**config.mk**
```make
export PLATFORM = sky130hd
export DESIGN_NAME = muldiv_seq_ctrl
export DESIGN_NICKNAME = d
export VERILOG_FILES = /design/src/rtl/muldiv_seq_ctrl.sv
export SDC_FILE = /design/constraint.sdc
export NUM_CORES = 1
export LEC_CHECK = 0
export CORE_AREA = 2 2 189 191
export CTS_CLUSTER_SIZE = 28
export DETAILED_ROUTE_END_ITERATION = 16
export DIE_AREA = 0 0 191 193
export DONT_BUFFER_PORTS = 1
export PLACE_DENSITY = 0.69
export SYNTH_ARGS = -nofsm -noshare
export SYNTH_HDL_FRONTEND = slang
export SYNTH_SLANG_ARGS = --single-unit
```
**constraint.sdc**
```tcl
create_clock -name clk -period 2.95 [get_ports clk]
set_input_delay 0.295 -clock clk [delete_from_list [all_inputs] [get_ports clk]]
set_output_delay 0.295 -clock clk [all_outputs]
set_load 0.02 [all_outputs]
```
**src/rtl/muldiv_seq_ctrl.sv**
```systemverilog
`default_nettype none
// ============================================================================
// Module   : muldiv_seq_ctrl
// Purpose  : Multi-cycle sequencer for the RV32M multiply/divide ops. Runs
//            one shift-add (multiply) or restoring-divide step per cycle
//            beside the single-cycle EX ALU. Results go out on a
//            valid/ready response port.
// Revision : 1.0 - initial release
//
// Ports
//   clk         in   core clock
//   rst         in   synchronous active-high reset
//   flush       in   synchronous abort of any in-flight op (pipeline redirect)
//   req_valid   in   op request
//   req_ready   out  sequencer can accept an op (IDLE only)
//   req_fun3    in   000 MUL 001 MULH 010 MULHSU 011 MULHU
//                    100 DIV 101 DIVU 110 REM 111 REMU
//   req_op_a    in   rs1 value
//   req_op_b    in   rs2 value
//   resp_valid  out  result available (DONE)
//   resp_ready  in   consumer takes result
//   resp_data   out  result, held stable while resp_valid is high
//   busy        out  high in any state other than IDLE (EX stall)
//
// Build option
//   MULDIV_EARLY_OUT_EN : when defined, the multiply leaves CALC as soon as
//   the remaining multiplier bits are zero, and a divide with
//   |op_a| < |op_b| skips straight to DONE. When undefined, latency is fixed
//   at DATA_WIDTH+2 cycles (special divide cases excepted).
// ============================================================================
module muldiv_seq_ctrl #(
  parameter int DATA_WIDTH = 32,
  parameter int CNT_WIDTH  = 6
) (
  input  logic                  clk,
  input  logic                  rst,
  input  logic                  flush,
  input  logic                  req_valid,
  output logic                  req_ready,
  input  logic [2:0]            req_fun3,
  input  logic [DATA_WIDTH-1:0] req_op_a,
  input  logic [DATA_WIDTH-1:0] req_op_b,
  output logic                  resp_valid,
  input  logic                  resp_ready,
  output logic [DATA_WIDTH-1:0] resp_data,
  output logic                  busy
);

  localparam int C_PW = 2 * DATA_WIDTH;

  localparam logic [CNT_WIDTH-1:0] C_CNT_LAST = CNT_WIDTH'(DATA_WIDTH - 1);
  localparam logic [DATA_WIDTH-1:0] C_MOST_NEG = {1'b1, {(DATA_WIDTH-1){1'b0}}};

  typedef enum logic [1:0] {
    S_IDLE = 2'd0,
    S_CALC = 2'd1,
    S_FIX  = 2'd2,
    S_DONE = 2'd3
  } state_t;

  state_t r_state;
  state_t w_state_nxt;

  // Operation context captured at accept
  logic [2:0]            r_fun3;
  logic                  r_neg_res;   // negate product / quotient in FIX
  logic                  r_neg_rem;   // negate remainder in FIX
  logic [DATA_WIDTH-1:0] r_mcand;     // multiplicand or divisor magnitude
  // Multiply: {partial product, remaining multiplier bits}
  // Divide  : {partial remainder, dividend bits shifting into quotient}
  logic [C_PW-1:0]       r_acc;
  logic [CNT_WIDTH-1:0]  r_cnt;
  logic [DATA_WIDTH-1:0] r_resp_data;

  // --------------------------------------------------------------------------
  // Request decode and operand conditioning
  // --------------------------------------------------------------------------
  logic                  w_is_div;
  logic                  w_sgn_a_op;
  logic                  w_sgn_b_op;
  logic                  w_sign_a;
  logic                  w_sign_b;
  logic [DATA_WIDTH-1:0] w_mag_a;
  logic [DATA_WIDTH-1:0] w_mag_b;
  logic                  w_div_zero;
  logic                  w_div_ovf;
  logic                  w_div_small;
  logic                  w_special;
  logic [DATA_WIDTH-1:0] w_special_res;

  always_comb begin
    w_is_div   = req_fun3[2];
    // op_a signed for MULH, MULHSU, DIV, REM; op_b signed for MULH, DIV, REM
    w_sgn_a_op = (req_fun3 == 3'b001) || (req_fun3 == 3'b010) ||
                 (req_fun3 == 3'b100) || (req_fun3 == 3'b110);
    w_sgn_b_op = (req_fun3 == 3'b001) || (req_fun3 == 3'b100) ||
                 (req_fun3 == 3'b110);
    w_sign_a   = w_sgn_a_op & req_op_a[DATA_WIDTH-1];
    w_sign_b   = w_sgn_b_op & req_op_b[DATA_WIDTH-1];
    w_mag_a    = w_sign_a ? (-req_op_a) : req_op_a;
    w_mag_b    = w_sign_b ? (-req_op_b) : req_op_b;

    w_div_zero = w_is_div && (req_op_b == '0);
    w_div_ovf  = w_is_div && !req_fun3[0] &&
                 (req_op_a == C_MOST_NEG) && (req_op_b == '1);
`ifdef MULDIV_EARLY_OUT_EN
    w_div_small = w_is_div && (w_mag_a < w_mag_b);
`else
    w_div_small = 1'b0;
`endif
    w_special  = w_div_zero || w_div_ovf || w_div_small;

    // fun3[1] separates REM/REMU from DIV/DIVU
    if (w_div_zero) begin
      w_special_res = req_fun3[1] ? req_op_a : '1;
    end else if (w_div_ovf) begin
      w_special_res = req_fun3[1] ? '0 : req_op_a;
    end else begin
      w_special_res = req_fun3[1] ? req_op_a : '0;
    end
  end

  // --------------------------------------------------------------------------
  // Iteration datapath
  // --------------------------------------------------------------------------
  logic [DATA_WIDTH:0]   w_mul_sum;
  logic [C_PW-1:0]       w_mul_next;
  logic [DATA_WIDTH:0]   w_rem_sh;
  logic [DATA_WIDTH:0]   w_diff;
  logic [C_PW-1:0]       w_div_next;
  logic                  w_mul_stop;

  always_comb begin
    w_mul_sum  = {1'b0, r_acc[C_PW-1:DATA_WIDTH]} +
                 (r_acc[0] ? {1'b0, r_mcand} : '0);
    w_mul_next = {w_mul_sum, r_acc[DATA_WIDTH-1:1]};

    // Partial remainder stays below the divisor, so the shifted value fits in
    // DATA_WIDTH+1 bits and bit DATA_WIDTH of the difference is its sign.
    w_rem_sh   = {r_acc[C_PW-1:DATA_WIDTH], r_acc[DATA_WIDTH-1]};
    w_diff     = w_rem_sh - {1'b0, r_mcand};
    if (!w_diff[DATA_WIDTH]) begin
      w_div_next = {w_diff[DATA_WIDTH-1:0], r_acc[DATA_WIDTH-2:0], 1'b1};
    end else begin
      w_div_next = {w_rem_sh[DATA_WIDTH-1:0], r_acc[DATA_WIDTH-2:0], 1'b0};
    end
  end

`ifdef MULDIV_EARLY_OUT_EN
  // After r_cnt steps, the low DATA_WIDTH-r_cnt bits of r_acc still hold
  // unconsumed multiplier bits; once those are zero the sum is complete.
  logic [DATA_WIDTH-1:0] w_rem_mask;
  always_comb begin
    w_rem_mask = {DATA_WIDTH{1'b1}} >> r_cnt;
    w_mul_stop = !r_fun3[2] && ((r_acc[DATA_WIDTH-1:0] & w_rem_mask) == '0);
  end
`else
  assign w_mul_stop = 1'b0;
`endif

  // --------------------------------------------------------------------------
  // Sign fix-up and result selection
  // --------------------------------------------------------------------------
  logic [C_PW-1:0]       w_prod_al;
  logic [C_PW-1:0]       w_prod;
  logic [DATA_WIDTH-1:0] w_quo;
  logic [DATA_WIDTH-1:0] w_rem;
  logic [DATA_WIDTH-1:0] w_result;

`ifdef MULDIV_EARLY_OUT_EN
  // r_cnt equals DATA_WIDTH after a full run, so the shift is zero then;
  // an early exit leaves the product shifted up by the skipped steps.
  logic [CNT_WIDTH-1:0] w_shamt;
  always_comb begin
    w_shamt   = CNT_WIDTH'(DATA_WIDTH) - r_cnt;
    w_prod_al = r_acc >> w_shamt;
  end
`else
  assign w_prod_al = r_acc;
`endif

  always_comb begin
    w_prod = r_neg_res ? (-w_prod_al) : w_prod_al;
    w_quo  = r_neg_res ? (-r_acc[DATA_WIDTH-1:0]) : r_acc[DATA_WIDTH-1:0];
    w_rem  = r_neg_rem ? (-r_acc[C_PW-1:DATA_WIDTH]) : r_acc[C_PW-1:DATA_WIDTH];
    case (r_fun3)
      3'b000:                 w_result = w_prod[DATA_WIDTH-1:0];
      3'b001, 3'b010, 3'b011: w_result = w_prod[C_PW-1:DATA_WIDTH];
      3'b100, 3'b101:         w_result = w_quo;
      default:                w_result = w_rem;
    endcase
  end

  // --------------------------------------------------------------------------
  // FSM
  // --------------------------------------------------------------------------
  always_ff @(posedge clk) begin
    if (rst) begin
      r_state <= S_IDLE;
    end else begin
      r_state <= w_state_nxt;
    end
  end

  always_comb begin
    w_state_nxt = r_state;
    case (r_state)
      S_IDLE: begin
        if (req_valid) begin
          w_state_nxt = w_special ? S_DONE : S_CALC;
        end
      end
      S_CALC: begin
        if (w_mul_stop || (r_cnt == C_CNT_LAST)) begin
          w_state_nxt = S_FIX;
        end
      end
      S_FIX: begin
        w_state_nxt = S_DONE;
      end
      S_DONE: begin
        if (resp_ready) begin
          w_state_nxt = S_IDLE;
        end
      end
      default: begin
        w_state_nxt = S_IDLE;
      end
    endcase
    // Redirect kills any accept or response handshake in the same cycle
    if (flush) begin
      w_state_nxt = S_IDLE;
    end
  end

  // --------------------------------------------------------------------------
  // Datapath registers
  // --------------------------------------------------------------------------
  always_ff @(posedge clk) begin
    if (rst) begin
      r_fun3      <= '0;
      r_neg_res   <= 1'b0;
      r_neg_rem   <= 1'b0;
      r_mcand     <= '0;
      r_acc       <= '0;
      r_cnt       <= '0;
      r_resp_data <= '0;
    end else if (!flush) begin
      case (r_state)
        S_IDLE: begin
          if (req_valid) begin
            r_fun3    <= req_fun3;
            r_neg_res <= w_sign_a ^ w_sign_b;
            r_neg_rem <= w_sign_a;
            r_cnt     <= '0;
            if (w_is_div) begin
              r_mcand <= w_mag_b;
              r_acc   <= {{DATA_WIDTH{1'b0}}, w_mag_a};
            end else begin
              r_mcand <= w_mag_a;
              r_acc   <= {{DATA_WIDTH{1'b0}}, w_mag_b};
            end
            if (w_special) begin
              r_resp_data <= w_special_res;
            end
          end
        end
        S_CALC: begin
          if (!w_mul_stop) begin
            r_acc <= r_fun3[2] ? w_div_next : w_mul_next;
            r_cnt <= r_cnt + CNT_WIDTH'(1);
          end
        end
        S_FIX: begin
          r_resp_data <= w_result;
        end
        default: begin
        end
      endcase
    end
  end

  assign req_ready  = (r_state == S_IDLE);
  assign busy       = (r_state != S_IDLE);
  assign resp_valid = (r_state == S_DONE);
  assign resp_data  = r_resp_data;

endmodule
`default_nettype wire

```
==> impl_metrics.toml, run 1 <==
[sta]
fin_setup_tns_ns = -0.299
rsz0062_at_grt = "yes"
setup-violations-final = 7
slew_headroom_pct = 30.6
holdWs_ns = 0.0255
fin_crit_ns = 3.04
clock_skew_ns = 0.0131
finalHoldViolations = 0
fmax_mhz = 329
worst_pin_slew_ns = 1.04
slew_violations = 0
finalCritPeriodShare_pct = 103
layout_setup_ws_ns = -0.0918

[synthesis]
ys.flop_type = "dfxtp_1"
syn_area_mm2 = 0.0154
synth_top_area_cell = "dfxtp_1"
syn_inst = 2200
synth_nets = 2348
synth_edf_count = 0
ys_async_sr_fraction_pct = 0
yosys_register_bits = 141
ys_types = 80
yosys-top-cells-area = "dfxtp_1 18%, a21oi_1 6.3%, ha_1 6.0%"
synth-warning-count = 0
ys_seq_area_share_pct = 18.3
yosysTopAreaCellShare_pct = 18.3
syn_avg_cell_area_um2 = 7.01

[cts]
cts.clk_slew.worst_paths_ns = 0.07
root_buffer = "clkbuf_16"
cts_buffers = 17
clkLatencyLatePin_ns = 0.45
cts_tree = "built"
clock-sinks = 141
htree_num_levels = 4
cts_buffer_depth = 2

[power_and_ir_drop]
power_w = 0.00684
p_switching_w = 0.00248
clkPwrFrac_pct = 33.9
ir_drop_v = 0.000404
pwr-share-comb_pct = 36.2
power.internal_w = 0.00436
p_leak_nw = 8.36
p_sw_share_pct = 36.2
p_seq_share_pct = 30.0
power.density_mw_per_mm2 = 342

[min_path]
worstHoldPathType = "input port to flip-flop"

[critical_path]
regToRegEndpoint = "r_acc[55]"
required_ns = 3.28
rr_worst_depth = 13
crit_fanout = 3
worstReg2RegStart = "r_acc[0]"
r2r_slack_ns = -0.09
worstSetupPathType = "flip-flop to flip-flop"
endpoint = "r_acc[55]"
worstPathArrival_ns = 3.37
cp-startpoint = "r_acc[0]"
crit_path_end_kind = "flip-flop"
crit_path_start_kind = "flip-flop"

[finish]
syn_to_final_growth_pct = 29.8
drive_gt1_share_pct = 25.4
multi_input_area_mm2 = 0.0124
register_area_mm2 = 0.00284
final.fill_count = 3351
final_nets = 2603
final_core_util_pct = 57.2

[routing]
routed_wl_um = 72400
via_per_inst = 6.50
ant_nets = 0
via_count = 19043
wl_per_cell_um = 24.7
dr.first_iter.drc_count = 2276
drc = 0
drtPass1Iterations = 6

[flow_run]
drv_cap = 0

[floorplan]
pin_count = 107
dieArea_mm2 = 0.0369
row_count = 69
dieHeight_um = 193
floorplan.initialDensity_pct = 44.1
core_mm2 = 0.0350
die_x_um = 191

[placement]
gp_congestion = 1.01
port_buffers = 0
place_worst_setup_slack_ns = -0.242
place_hpwl_um = 55600

[global_route]
grt_max_degree = 92
grt_pass1_vias = 17506
antenna_found_initial = 2
grt_pass1_wl_um = 104000
track_usage_pct = 37.6
grt_overflow = 0

[run_status]
violations = "negative setup slack"
outcome = "finished, violations left"
-- power groups by stage --
stage                     sequential [W]  clock [W]  combinational, W
after global placement           0.00208          0           0.00213
after floorplan                  0.00208          0           0.00135
after global routing             0.00206    0.00240           0.00262
after detailed placement         0.00208          0           0.00216
final                            0.00205    0.00232           0.00247
after CTS                        0.00204    0.00230           0.00224
-- layout make-up --
type                            instances  share of cell area (%)
Multi-Input combinational cell       1810                    62.2
Timing Repair Buffer                  401                    16.1
Sequential cell                       141                    14.2
Tap cell                              461                    2.88
Clock buffer                           19                    2.21
Inverter                               84                    1.60
Clock inverter                         12                   0.788
Antenna cell                            1                  0.0125
-- critical path, stage by stage, from the launching register on --
cell and delay (ns):
dfxtp_4 0.36, buf_4 0.15, and2_4 0.14, ha_4 0.15
inv_2 0.06, fa_2 0.22, nand2b_4 0.15, a21oi_4 0.05
o21a_1 0.24, o2111a_2 0.31, o221a_4 0.25, or3_1 0.31
a32o_1 0.25, a311o_1 0.27
-- registers in the layout, summed over array words and instances, names as in the netlist --
signal,cells
r_acc,64
r_cnt,6
r_fun3,3
r_mcand,32
r_neg_rem,1
r_neg_res,1
r_state,2
resp_data,32
-- cells by family after synthesis --
group,after synthesis,share of synthesized area [%]
flops,141,18.3
buf+inv,249,6.33
compound gates,703,30.1
simple gates,797,24.7
fa+ha+maj,76,6.27
xor+xnor,153,8.69
mux,81,5.51
-- synth_stat cells (all sizes together), types with 17 or more instances --
cell,n
nand3,61
o21ai,127
nor2,222
or4,18
o221ai,17
nor4,29
a21oi,194
or3,39
ha,74
o41ai,22
buf,24
xnor2,91
a31oi,34
o31ai,26
xor2,62
dfxtp,141
a21o,34
nand2b,18
nor3,79
a211oi,53
mux2,31
o21a,17
inv,82
nand2,225
mux2i,50
nand4,30
clkbuf,141
o211ai,43
-- routing by layer --
layer / wire length [um] / vias to the layer above / part of all wire [%] / track usage (%)
met5: 26 / - / 0.036 / 0
met4: 3930 / 4 / 5.4 / 18.3
met3: 8050 / 274 / 11 / 10.6
met2: 32300 / 1153 / 45 / 60.5
met1: 28100 / 8978 / 39 / 46.2
li1: - / 8634 / - / -
-- repair_timing --
action,4_1_cts,5_1_grt
setup buffers,19,23
hold endpoints to repair,92,0
gates cloned,0,3
hold buffers,3,0
gates resized for setup,49,147
endpoints found under the setup margin,33,54
pin swaps,28,68
-- metrics by stage --
step | cell area, um2 | cells
floorplan | 15400 | 2200
global placement | 18100 | 2853
detailed placement | 18100 | 2853
CTS | 19100 | 2906
global route | 20000 | 2928
finish | 20000 | 2929
-- cell usage in the layout (no fill, tap or decap), types with 19 or more instances in the layout --
cell type / count
a211oi_1: 48
a21o_1: 33
a21oi_1: 176
a31oi_1: 31
buf_4: 376
clkbuf_16: 20
dfxtp_1: 132
ha_1: 55
inv_1: 77
mux2_2: 30
mux2i_1: 48
nand2_1: 223
nand3_1: 59
nand4_1: 30
nor2_1: 206
nor3_1: 73
nor4_1: 20
o211ai_1: 43
o21ai_0: 104
o31ai_1: 21
o41ai_1: 19
or3_1: 37
xnor2_1: 90
xor2_1: 62
-- how the worst min path moves through the flow --
stage                start    endpoint  cells after the start
4_1_cts        req_fun3[1]   r_fun3[1]                      2
5_1_grt        req_fun3[1]   r_fun3[1]                      2
3_5_place_dp         flush  r_state[1]                      1
2_1_floorplan        flush  r_state[1]                      1
3_3_place_gp         flush  r_state[1]                      1
6_report       req_fun3[1]   r_fun3[1]                      2
No activity file was read; power rests on OpenSTA's default activity.
==> run 2: changes to the inputs <==
--- a/config.mk
+++ b/config.mk
@@ -5,10 +5,10 @@
 export SDC_FILE = /design/constraint.sdc
 export NUM_CORES = 1
 export LEC_CHECK = 0
-export CORE_AREA = 2 2 189 191
+export CORE_AREA = 5 5 192 194
 export CTS_CLUSTER_SIZE = 28
 export DETAILED_ROUTE_END_ITERATION = 16
-export DIE_AREA = 0 0 191 193
+export DIE_AREA = 0 0 197 199
 export DONT_BUFFER_PORTS = 1
 export PLACE_DENSITY = 0.69
 export SYNTH_ARGS = -nofsm -noshare
==> constraint.sdc (replaced) <==
create_clock -name clk -period 2.95 [get_ports clk]
set_input_delay 0.7375 -clock clk [delete_from_list [all_inputs] [get_ports clk]]
set_output_delay 0.7375 -clock clk [all_outputs]
set_load 0.02 [all_outputs]
==> run 2 against run 1 <==
Net effect:
- the flow still finishes with violations (negative setup slack)
- combinational power grew 2%
- critical path depth shrank 1
- routed wire length shrank 1.2%
- sequential share of layout area is 0.30 points lower
==> impl_metrics.toml, run 2 (same netlist as run 1, synthesis figures left out) <==
[run_status]
outcome = "finished, violations left"
violations = "negative setup slack"

[global_route]
grt_pass1_wl_um = 105000
track_usage_pct = 34.4
antenna_found_initial = 1
grt_overflow = 0
grt_pass1_vias = 17832
grt_max_degree = 104

[finish]
fin_area_mm2 = 0.0204
mostFrequentLayoutCells = "411 x buf_4, 221 x nand2_1, 206 x nor2_1"
final_nets = 2638
top_register = "r_acc"
final.fill_count = 3240
drive_gt1_share_pct = 27.5
final_common_cell = "buf_4"
largest_reg_flops = 64
diodes = 0
syn_to_final_growth_pct = 32.5

[critical_path]
critPathSlowestCell = "dfxtp_4"
cp_slowest_stage_delay_ns = 0.38
crit_path_end_kind = "flip-flop"
r2r_slack_ns = -0.09
crit_path_start_kind = "flip-flop"
worstSetupPathType = "flip-flop to flip-flop"
path_cells = "inv_6 > buf_12 > nor2_4 > ha_4 > a21o_1 > a211o_1 > o21a_1 > o2111a_2 > o221a_4 > or3_1 > a32o_1 > a311o_1"
required_ns = 3.28
worstPathArrival_ns = 3.37
crit_fanout = 7

[cts]
htree_num_levels = 4
cts_tree = "built"
hold_buffers = 0
cts_buffer_depth = 2
cts_buffers = 17
clkLatencyLatePin_ns = 0.44
cts.clk_slew.worst_paths_ns = 0.07
clock-sinks = 141
root_buffer = "clkbuf_16"

[sta]
finalHoldViolations = 0
worst_pin_slew_ns = 0.905
clock_skew_ns = 0.00910
fmax_mhz = 328
finalCritPeriodShare_pct = 103
setup-violations-final = 4
rsz0062_at_grt = "yes"
fin_crit_ns = 3.04
slew_violations = 0
layout_setup_ws_ns = -0.0943
slew_headroom_pct = 39.4

[floorplan]
core_mm2 = 0.0351
pin_count = 107
dieHeight_um = 199
dieArea_mm2 = 0.0392
die_x_um = 197
floorplan.initialDensity_pct = 44.0
row_count = 69

[power_and_ir_drop]
power.density_mw_per_mm2 = 332
power_w = 0.00678
p_leak_nw = 8.55
ir_drop_v = 0.000400

[placement]
place_worst_setup_slack_ns = -0.450
place_hpwl_um = 54800
gp_congestion = 1.03
port_buffers = 0
place_area_mm2 = 0.0186

[routing]
ant_nets = 0
drc = 0
via_per_inst = 6.50
via_count = 19255
routed_wl_um = 71500
drtPass1Iterations = 8
wl_per_cell_um = 24.1
dr.first_iter.drc_count = 2346

[flow_run]
drv_cap = 0

[min_path]
worstHoldPathType = "input port to flip-flop"
run 2: critical path: cells and delay by family (launching register included):
family	cells	cell delay (ns)
AND/OR/NAND/NOR	2	0.43
AO/OA/AOI/OAI	7	1.71
flip-flops	1	0.38
buffers and inverters	2	0.19
adder cells (fa/ha/maj)	1	0.21
run 2: repair_timing:
item,4_1_cts,5_1_grt
pin swaps,27,72
resized for setup,62,159
buffers inserted,12,17
endpoints found under the hold margin,0,0
endpoints found under the setup margin,25,55
gates cloned,1,0
run 2: where the power goes:
group / switching [W] / total [W] / leakage [nW] / internal, W
registers: 0.0000635 / 0.00204 / 1.15 / 0.00198
clock network: 0.00107 / 0.00222 / 0.283 / 0.00115
logic: 0.00148 / 0.00252 / 7.11 / 0.00104
total: 0.00261 / 0.00678 / 8.55 / 0.00417
run 2: routing by layer:
layer | up-vias | wire, um | part of all wire [%] | GRT usage [%]
li1 | 8689 | - | - | -
met1 | 9161 | 28400 | 40 | 44.6
met2 | 1139 | 30900 | 43 | 52.5
met3 | 264 | 7700 | 11 | 8.76
met4 | 2 | 4570 | 6.4 | 19.1
met5 | - | 6 | 0.0084 | 0
run 2: path summary, 6_finish.rpt:
check,from,endpoint,depth (start not counted)
min reg2reg,r_mcand[18],r_mcand[18],2
max,r_acc[0],r_acc[55],12
max reg2reg,r_acc[0],r_acc[55],12
min,flush,r_state[1],1
run 2: area by class of cell:
type	instances	area, um2	area share, %
inverter	84	323	1.58
clock inverter	14	148	0.723
tap	461	577	2.82
multi-input combinational	1810	12700	61.9
sequential	141	2840	13.9
clock buffer	18	439	2.15
timing repair buffer	436	3450	16.9
run 2: per-stage QoR:
| step | setup TNS (ns) | hold slack (ns) | instances | util, % |
|---|---|---|---|---|
| after floorplan | -0.0518 | 0.432 | 2200 | - |
| after CTS | -0.166 | 0.345 | 2949 | 55.8 |
| after global routing | -1.11 | 0.354 | 2964 | 58.3 |
| after detailed placement | -7.56 | 0.445 | 2905 | 53.0 |
| after global placement | -5.31 | 0.438 | 2905 | 53.0 |
| final | -0.164 | 0.362 | 2964 | 58.3 |
